==> src/rtl/vga_timing_gen_if.sv <==
// Pixel timing stream carried from the timing source down the draw chain.
//   hcount/vcount : current pixel position
//   hsync/vsync   : active-high sync pulses
//   hblnk/vblnk   : blanking flags (outside the visible area)
//   rgb           : pixel colour, painted by downstream stages
interface vga_timing_gen_if;
    logic [10:0] hcount;
    logic [10:0] vcount;
    logic        hsync;
    logic        vsync;
    logic        hblnk;
    logic        vblnk;
    logic [11:0] rgb;

    modport out (output hcount, vcount, hsync, vsync, hblnk, vblnk, rgb);
    modport in  (input  hcount, vcount, hsync, vsync, hblnk, vblnk, rgb);
endinterface

==> src/rtl/vga_timing_gen.sv <==
// VGA timing source: pixel/line counters with zero-skew sync and blank flags.
//   clk, rst_n   : pixel clock, asynchronous active-low reset
//   en           : pixel advance enable; everything holds when low
//   tim_out      : timing stream (counts, syncs, blanks, rgb tied to 0)
//   frame_start  : one-clock pulse when the counts wrap to (0,0)
//   frame_cnt    : completed-frame counter, wraps
module vga_timing_gen #(
    parameter int unsigned H_ACTIVE = 800,
    parameter int unsigned H_FP     = 40,
    parameter int unsigned H_SYNC   = 128,
    parameter int unsigned H_BP     = 88,
    parameter int unsigned V_ACTIVE = 600,
    parameter int unsigned V_FP     = 1,
    parameter int unsigned V_SYNC   = 4,
    parameter int unsigned V_BP     = 23,
    parameter int unsigned FCNT_W   = 8
) (
    input  logic              clk,
    input  logic              rst_n,
    input  logic              en,
    vga_timing_gen_if.out     tim_out,
    output logic              frame_start,
    output logic [FCNT_W-1:0] frame_cnt
);

    localparam int unsigned CNT_W   = 11;
    localparam int unsigned H_TOTAL = H_ACTIVE + H_FP + H_SYNC + H_BP;
    localparam int unsigned V_TOTAL = V_ACTIVE + V_FP + V_SYNC + V_BP;

    localparam logic [CNT_W-1:0] H_LAST     = CNT_W'(H_TOTAL - 1);
    localparam logic [CNT_W-1:0] V_LAST     = CNT_W'(V_TOTAL - 1);
    localparam logic [CNT_W-1:0] H_BLNK_BEG = CNT_W'(H_ACTIVE);
    localparam logic [CNT_W-1:0] H_SYNC_BEG = CNT_W'(H_ACTIVE + H_FP);
    localparam logic [CNT_W-1:0] H_SYNC_END = CNT_W'(H_ACTIVE + H_FP + H_SYNC);
    localparam logic [CNT_W-1:0] V_BLNK_BEG = CNT_W'(V_ACTIVE);
    localparam logic [CNT_W-1:0] V_SYNC_BEG = CNT_W'(V_ACTIVE + V_FP);
    localparam logic [CNT_W-1:0] V_SYNC_END = CNT_W'(V_ACTIVE + V_FP + V_SYNC);

    logic [CNT_W-1:0]  hcount_q, hcount_d;
    logic [CNT_W-1:0]  vcount_q, vcount_d;
    logic              hsync_q, hsync_d;
    logic              vsync_q, vsync_d;
    logic              hblnk_q, hblnk_d;
    logic              vblnk_q, vblnk_d;
    logic              frame_start_q, frame_start_d;
    logic [FCNT_W-1:0] frame_cnt_q, frame_cnt_d;

    // Next counts; flags decode the next counts so they register alongside them.
    always_comb begin
        hcount_d      = hcount_q;
        vcount_d      = vcount_q;
        frame_cnt_d   = frame_cnt_q;
        frame_start_d = 1'b0;

        if (en) begin
            // >= keeps any corrupted count from running past the wrap point
            if (hcount_q >= H_LAST) begin
                hcount_d = '0;
                if (vcount_q >= V_LAST) begin
                    vcount_d      = '0;
                    frame_start_d = 1'b1;
                    frame_cnt_d   = frame_cnt_q + FCNT_W'(1);
                end else begin
                    vcount_d = vcount_q + CNT_W'(1);
                end
            end else begin
                hcount_d = hcount_q + CNT_W'(1);
            end
        end

        hblnk_d = (hcount_d >= H_BLNK_BEG);
        hsync_d = (hcount_d >= H_SYNC_BEG) && (hcount_d < H_SYNC_END);
        vblnk_d = (vcount_d >= V_BLNK_BEG);
        vsync_d = (vcount_d >= V_SYNC_BEG) && (vcount_d < V_SYNC_END);
    end

    // State and output registers.
    always_ff @(posedge clk or negedge rst_n) begin
        if (!rst_n) begin
            hcount_q      <= '0;
            vcount_q      <= '0;
            hsync_q       <= 1'b0;
            vsync_q       <= 1'b0;
            hblnk_q       <= 1'b0;
            vblnk_q       <= 1'b0;
            frame_start_q <= 1'b0;
            frame_cnt_q   <= '0;
        end else begin
            hcount_q      <= hcount_d;
            vcount_q      <= vcount_d;
            hsync_q       <= hsync_d;
            vsync_q       <= vsync_d;
            hblnk_q       <= hblnk_d;
            vblnk_q       <= vblnk_d;
            frame_start_q <= frame_start_d;
            frame_cnt_q   <= frame_cnt_d;
        end
    end

    assign tim_out.hcount = hcount_q;
    assign tim_out.vcount = vcount_q;
    assign tim_out.hsync  = hsync_q;
    assign tim_out.vsync  = vsync_q;
    assign tim_out.hblnk  = hblnk_q;
    assign tim_out.vblnk  = vblnk_q;
    assign tim_out.rgb    = '0;
    assign frame_start    = frame_start_q;
    assign frame_cnt      = frame_cnt_q;

endmodule

==> src/flat_wrapper.sv <==
// flat-port wrapper written by rule: the top's interface ports become plain ports
module vga_timing_gen_flat 
#(
    parameter int unsigned H_ACTIVE = 800,
    parameter int unsigned H_FP     = 40,
    parameter int unsigned H_SYNC   = 128,
    parameter int unsigned H_BP     = 88,
    parameter int unsigned V_ACTIVE = 600,
    parameter int unsigned V_FP     = 1,
    parameter int unsigned V_SYNC   = 4,
    parameter int unsigned V_BP     = 23,
    parameter int unsigned FCNT_W   = 8
)
  (clk, rst_n, en, frame_start, frame_cnt, tim_out_hcount, tim_out_vcount, tim_out_hsync, tim_out_vsync, tim_out_hblnk, tim_out_vblnk, tim_out_rgb);
  vga_timing_gen_if tim_out_i ();
  input  logic clk;
  input  logic rst_n;
  input  logic en;
  output logic frame_start;
  output logic [FCNT_W-1:0] frame_cnt;
  output wire logic [$bits(tim_out_i.hcount)-1:0] tim_out_hcount;
  output wire logic [$bits(tim_out_i.vcount)-1:0] tim_out_vcount;
  output wire logic [$bits(tim_out_i.hsync)-1:0] tim_out_hsync;
  output wire logic [$bits(tim_out_i.vsync)-1:0] tim_out_vsync;
  output wire logic [$bits(tim_out_i.hblnk)-1:0] tim_out_hblnk;
  output wire logic [$bits(tim_out_i.vblnk)-1:0] tim_out_vblnk;
  output wire logic [$bits(tim_out_i.rgb)-1:0] tim_out_rgb;
  assign tim_out_hcount = tim_out_i.hcount;
  assign tim_out_vcount = tim_out_i.vcount;
  assign tim_out_hsync = tim_out_i.hsync;
  assign tim_out_vsync = tim_out_i.vsync;
  assign tim_out_hblnk = tim_out_i.hblnk;
  assign tim_out_vblnk = tim_out_i.vblnk;
  assign tim_out_rgb = tim_out_i.rgb;
  vga_timing_gen #(.H_ACTIVE(H_ACTIVE), .H_FP(H_FP), .H_SYNC(H_SYNC), .H_BP(H_BP), .V_ACTIVE(V_ACTIVE), .V_FP(V_FP), .V_SYNC(V_SYNC), .V_BP(V_BP), .FCNT_W(FCNT_W)) u_core (.clk(clk), .rst_n(rst_n), .en(en), .tim_out(tim_out_i), .frame_start(frame_start), .frame_cnt(frame_cnt));
endmodule
==> config.mk <==
export PLATFORM = sky130hd
export DESIGN_NAME = vga_timing_gen_flat
export DESIGN_NICKNAME = d
export VERILOG_FILES = /design/src/rtl/vga_timing_gen_if.sv /design/src/rtl/vga_timing_gen.sv /design/src/flat_wrapper.sv
export SDC_FILE = /design/constraint.sdc
export NUM_CORES = 1
export LEC_CHECK = 0
export BUFFER_PORTS_ARGS = -buffer_cell sky130_fd_sc_hd__buf_2
export CAP_MARGIN = 30
export CELL_PAD_IN_SITES_DETAIL_PLACEMENT = 0
export CELL_PAD_IN_SITES_GLOBAL_PLACEMENT = 2
export CORE_ASPECT_RATIO = 1.75
export CORE_MARGIN = 4
export CORE_UTILIZATION = 33
export CTS_CLUSTER_SIZE = 12
export DETAILED_ROUTE_END_ITERATION = 8
export PLACE_DENSITY_LB_ADDON = 0.15
export SLEW_MARGIN = 20
export SYNTH_ARGS = -nofsm -noshare
export SYNTH_HDL_FRONTEND = slang
export SYNTH_SLANG_ARGS = --single-unit
==> constraint.sdc <==
create_clock -name clk -period 2.9 [get_ports clk]
set_clock_uncertainty 0.15 [all_clocks]
set_input_delay 0.87 -clock clk [delete_from_list [all_inputs] [get_ports clk]]
set_output_delay 0.87 -clock clk [all_outputs]
set_load 0.03 [all_outputs]
==> metrics.yaml, run 1 <==
outcome: "completed"
num_vias: 1842
coreArea_um2: 6590
max_cap_viol_count: 0
grt_start_max_net_pins: 36
cts_made_buffers: 5
hp-start: "u_core.frame_cnt[7]"
drtAntennaViolNets: 0
cp_data_arrival_time_ps: 2510
ir_drop_mv: 0.314
finalMaxSlewViolations: 0
max_slew_margin_pct: 46.1
synth_edf_count: 0
gr-usage-met1_pct: 15.8
tritoncts: "yes"
ctsResizeCount: 0
grt_busiest_layer: "met2"
yosysUniqueCellTypes: 57
cts_sinks: 35
use_met3_pct: 2.82
final.setup.tns_ps: 0
drive_gt1_share_pct: 27.1
crit_path_cell_trace: "ha_1 > a2111oi_4 > o311ai_2 > buf_12 > nor3_2 > a22o_1 > a31oi_2 > and4_1"
regToRegSetupSlack_ps: 400
vias_per_cell: 5.13
finalSetupViolCount: 0
drt_iter0_drc: 93
min_period_ps: 2500
globalplace.congestion: 0.787
avgSynthCellArea_um2: 9.57
max_stage_delay_ps: 440
crit_type: "reg2reg"
grt_overflow: 0
start_util_pct: 34.0
clkLatencyLatePin_ps: 280
fin_ws_ps: 404
grt.met2_usage_pct: 29.5
yosys_warnings: 0
place_ws_ps: 360
area_growth_pct: 17.3
hold_end: "u_core.frame_cnt[7]"
ys_ff_latch: 35
antennaDiodeCount: 0
power.total_mw: 1.37
critPathSlowestCell: "a2111oi_4"
grt_pass1_vias: 1826
placed_cell_area_um2: 2490
place_hpwl_mm: 4.51
rsz0062_at_grt: "false"
antenna_found_initial: 0
synth_seq_area_share_pct: 39.1
io_buffer_count: 37
pwr_density_cell_nw_per_um2: 521
crit_fanout: 11
rows: 39
start_kind: "register"
fin_cells: 359
cp_data_required_time_ps: 2920
dieWidth_um: 70.3
worstSetupEndpointType: "register"
io_pins: 50
finalHoldViolCount: 0
fin_crit_sh_pct: 86.1
postCtsHoldBufs: 0
yosys_most_used_dff: "dfrtp_1"
r2r-start: "u_core.tim_out.vcount[0]"
r2r-end: "u_core.tim_out.vsync"
final_area_um2: 2630
wl_per_cell_um: 16.7
grt_util_all_layers_pct: 15.3
nNetsFinal: 282
netlist_area_um2: 2240
dieArea_um2: 8220
synth_cells: 234
postCtsSetupRepairBufs: 0
routed_wl_mm: 5.99
grt_pass1_wl_mm: 9.68
fmax_ghz: 0.401
clockBufferDepth: 2
firstDrtPassIters: 4
root_buffer: "clkbuf_16"
tightest_slew_ps: 808
hold_depth: 1
fp.dieH_um: 117
clkTransAtPathRegs_ps: 60
async_flop_share_pct: 100
p_leak_nw: 1.23
r2r_cells: 8
min_path_type: "reg2reg"
cts_max_level: 2
dp_cells: 351
drc: 0
## cell type report
type | count | area, um2
fill | 708 | 3960
multi-input combinational | 180 | 1200
sequential | 35 | 876
timing repair buffer | 49 | 288
clock buffer | 6 | 129
tap | 82 | 103
inverter | 5 | 18.8
clock inverter | 2 | 12.5
## report_power, final
part	internal, mW	leakage (nW)	switching (mW)
Combinational	0.0845	0.696	0.176
Sequential	0.520	0.464	0.0612
Clock	0.317	0.0669	0.211
## state kept, by name, summed over array words and instances, names as in the netlist
name,cells
u_core.tim_out.hcount,11
u_core.tim_out.hblnk,1
u_core.tim_out.vblnk,1
u_core.tim_out.hsync,1
u_core.tim_out.vsync,1
u_core.frame_start,1
u_core.tim_out.vcount,11
u_core.frame_cnt,8
## cell families after synthesis
logic type,share of synthesized area (%)
multiplexers,1.45
AND/OR/NAND/NOR,23.7
XOR/XNOR,5.87
flip-flops,39.1
buffers and inverters,9.11
other,0.167
adder cells (fa/ha/maj),1.68
AO/OA/AOI/OAI,18.9
## how the worst max path moves through the flow
| stage | start | endpoint | slack (ps) |
|---|---|---|---|
| floorplan | u_core.tim_out.vcount[0] | u_core.tim_out.vblnk | 410 |
| global placement | u_core.tim_out.vcount[0] | u_core.tim_out.vsync | 370 |
| detailed placement | en | u_core.tim_out.vblnk | 360 |
| CTS | u_core.tim_out.vcount[0] | u_core.tim_out.vsync | 370 |
| global route | u_core.tim_out.hcount[0] | u_core.tim_out.vsync | 230 |
| finish | u_core.tim_out.vcount[0] | u_core.tim_out.vsync | 400 |
## routing by layer
| layer | vias up | wire (um) |
|---|---|---|
| li1 | 902 | - |
| met1 | 891 | 2300 |
| met2 | 42 | 3340 |
| met3 | 7 | 237 |
| met4 | 0 | 116 |
| met5 | - | 0 |
## layout by cell type (no fill, tap or decap), types with 5 or more instances in the layout
cell type / count
a21oi_1: 7
a22o_1: 5
and3_1: 5
buf_2: 37
buf_4: 11
clkbuf_16: 5
conb_1: 12
dfrtp_1: 35
inv_1: 5
nand2_1: 22
nand3_1: 11
nand4_1: 6
nor2_1: 21
nor3_1: 10
o21ai_0: 13
xnor2_1: 9
xor2_1: 6
## cells in the mapped netlist, types with 2 or more instances
| cell | number | area (um2) |
|---|---|---|
| dfrtp_1 | 35 | 876 |
| o21ai_0 | 13 | 65.1 |
| mux2_2 | 2 | 22.5 |
| nand2_1 | 22 | 82.6 |
| nand3_2 | 2 | 20.0 |
| o22ai_1 | 3 | 18.8 |
| buf_4 | 14 | 105 |
| clkbuf_1 | 2 | 7.51 |
| inv_1 | 5 | 18.8 |
| nand3_1 | 11 | 55.1 |
| a22o_1 | 5 | 43.8 |
| buf_2 | 4 | 20.0 |
| o211ai_1 | 2 | 15.0 |
| nand2b_1 | 3 | 18.8 |
| and4_1 | 2 | 17.5 |
| and2_1 | 2 | 12.5 |
| xor2_1 | 6 | 52.6 |
| a21oi_1 | 7 | 35.0 |
| nor3_1 | 10 | 50.1 |
| and3_1 | 5 | 31.3 |
| nor2_1 | 21 | 78.8 |
| nand4_1 | 6 | 37.5 |
| buf_6 | 3 | 33.8 |
| or3_1 | 3 | 18.8 |
| o211ai_2 | 2 | 25.0 |
| xnor2_1 | 9 | 78.8 |
| ha_1 | 3 | 37.5 |
| a31oi_1 | 3 | 18.8 |
## metrics by stage
stage,utilization (%),hold slack [ps]
final,39.9,312
after global routing,39.9,344
after CTS,39.9,318
after floorplan,-,424
after detailed placement,37.7,311
after global placement,37.7,306
## worst max-delay path, delay by kind of cell (launching register included)
kind / cells / cell delay [ps]
AOI/OAI and AO/OA: 4 / 900
and+or+nand+nor: 2 / 520
buffers and inverters: 1 / 180
adders and majority gates: 1 / 240
DFF: 1 / 380
(Power assumes the default switching activity.)
==> inputs of run 2 (changes only) <==
--- a/config.mk
+++ b/config.mk
@@ -11,9 +11,11 @@
 export CELL_PAD_IN_SITES_GLOBAL_PLACEMENT = 2
 export CORE_ASPECT_RATIO = 1.75
 export CORE_MARGIN = 4
-export CORE_UTILIZATION = 33
+export CORE_UTILIZATION = 30
 export CTS_CLUSTER_SIZE = 12
 export DETAILED_ROUTE_END_ITERATION = 8
+export GPL_TIMING_DRIVEN = 0
+export HOLD_SLACK_MARGIN = 0.03
 export PLACE_DENSITY_LB_ADDON = 0.15
 export SLEW_MARGIN = 20
 export SYNTH_ARGS = -nofsm -noshare
==> constraint.sdc (replaced) <==
create_clock -name clk -period 2.2 [get_ports clk]
set_clock_uncertainty 0.15 [all_clocks]
set_input_delay 0.66 -clock clk [delete_from_list [all_inputs] [get_ports clk]]
set_output_delay 0.66 -clock clk [all_outputs]
set_load 0.03 [all_outputs]
==> metrics.yaml, run 2 (synthesis results as in run 1) <==
clockBufferDepth: 2
vias_per_cell: 5.09
fin_cells: 395
grt.met2_usage_pct: 27.5
cp_data_required_time_ps: 2250
crit_type: "reg2reg"
min_period_ps: 2240
antennaDiodeCount: 0
place_ws_ps: -397
finalHoldViolCount: 0
power.total_mw: 1.88
grt_pass1_vias: 1960
io_buffer_count: 37
drc: 0
grt_pass1_wl_mm: 10.2
nNetsFinal: 314
drt_iter0_drc: 87
place_hpwl_mm: 4.40
critPathSlowestCell: "dfrtp_2"
coreArea_um2: 7230
outcome: "finished with violations"
pwr_density_cell_nw_per_um2: 623
max_slew_margin_pct: 44.0
final_util_pct: 41.8
cp_data_arrival_time_ps: 2280
grt_busiest_layer: "met2"
fin_ws_ps: -35.2
firstDrtPassIters: 4
dp_cells: 368
final.setup.tns_ps: -59.6
final_common_cell: "buf_2"
area_growth_pct: 35.0
max_cap_viol_count: 0
rows: 41
min_path_type: "in2async"
regArea_um2: 888
rsz0062_at_grt: "true"
placed_cell_area_um2: 2610
drtAntennaViolNets: 0
grt_util_all_layers_pct: 15.0
cts_made_buffers: 5
fp.dieH_um: 122
fmax_ghz: 0.447
crit_path_cell_trace: "ha_4 > a2111oi_4 > buf_4 > o311ai_4 > buf_6 > o211ai_1 > a22o_1 > o31ai_2 > a21oi_1"
finalSetupViolCount: 2
max_stage_delay_ps: 430
root_buffer: "clkbuf_16"
crit_fanout: 5
io_pins: 50
fin_crit_sh_pct: 102
final.fill_count: 744
wl_per_cell_um: 16.0
clkTransAtPathRegs_ps: 60
dieWidth_um: 73.3
num_vias: 2010
grt_overflow: 0
final_cell_mix: "buf_2, buf_4, dfrtp_1, nand2_1, nor2_1"
start_util_pct: 31.0
finalMaxSlewViolations: 0
multi_input_area_um2: 1310
routed_wl_mm: 6.30
violations: "setup timing"
antenna_found_initial: 0
p_leak_nw: 1.40
cts_sinks: 35
postCtsHoldBufs: 0
tritoncts: "yes"
finalHoldWorstSlack_ps: 333
tightest_slew_ps: 840
drive_gt1_share_pct: 42.1
ir_drop_mv: 0.246
grt_start_max_net_pins: 36
cts_max_level: 2
use_met3_pct: 2.70
clkLatencyLatePin_ps: 280
gr-usage-met1_pct: 15.9
final_area_um2: 3020
dieArea_um2: 8970
start_kind: "register"
worstSetupEndpointType: "register"
globalplace.congestion: 0.780
==> run 2: changes by cell type in the layout (fill, tap and decap cells not counted), moves of 2 or more <==
| cell | delta |
|---|---|
| dfrtp_1 | -10 |
| ha_4 | +2 |
| buf_4 | +21 |
| dfrtp_2 | +10 |
| nor2_1 | -3 |
| ha_1 | -2 |
| nor2_2 | +2 |
| buf_6 | +7 |
| clkbuf_4 | +2 |
==> run 2: final cells by class <==
type	instances	share of cell area (%)
flip-flops and latches	35	29.4
clock inverters	3	0.662
inverters	5	0.621
plain buffers	23	6.21
repair buffers	58	12.3
multi-input cells	180	43.2
clock buffers	5	4.14
well taps	86	3.56
==> run 2: path summary, 6_finish.rpt <==
check | slack [ps] | from | cells after the start | end
max | -40 | u_core.tim_out.vcount[0] | 9 | u_core.tim_out.vblnk
min | 330 | rst_n | 1 | u_core.tim_out.hcount[4]
max reg2reg | -40 | u_core.tim_out.vcount[0] | 9 | u_core.tim_out.vblnk
min in group clk | 340 | u_core.frame_cnt[5] | 1 | u_core.frame_cnt[5]
max in group asynchronous | 980 | rst_n | 1 | u_core.tim_out.vcount[6]
min reg2reg | 340 | u_core.frame_cnt[5] | 1 | u_core.frame_cnt[5]
==> run 2: power by group <==
group | total, mW | internal, mW | leakage (nW) | switching (mW)
sequential | 0.753 | 0.687 | 0.448 | 0.0657
combinational | 0.427 | 0.162 | 0.882 | 0.265
clock | 0.702 | 0.417 | 0.0658 | 0.285
==> run 2: worst max-delay path: cells and delay by family, from the launching register on <==
family / cells / cell delay, ps
DFF: 1 / 430
adders and majority gates: 1 / 170
buffers and inverters: 2 / 380
AOI/OAI and AO/OA: 6 / 1010
==> run 2: repair_timing <==
action | CTS | global route
cloned | 1 | 0
resized for setup | 25 | 5
buffers inserted | 18 | 2
pin swaps | 15 | 6
endpoints found under the setup margin | 10 | 14
==> run 2: metal layers <==
metal  up-vias  wire, um
met2        49      3510
met4         0       210
li1        966         -
met5         -         0
met3        16       236
met1       979      2350
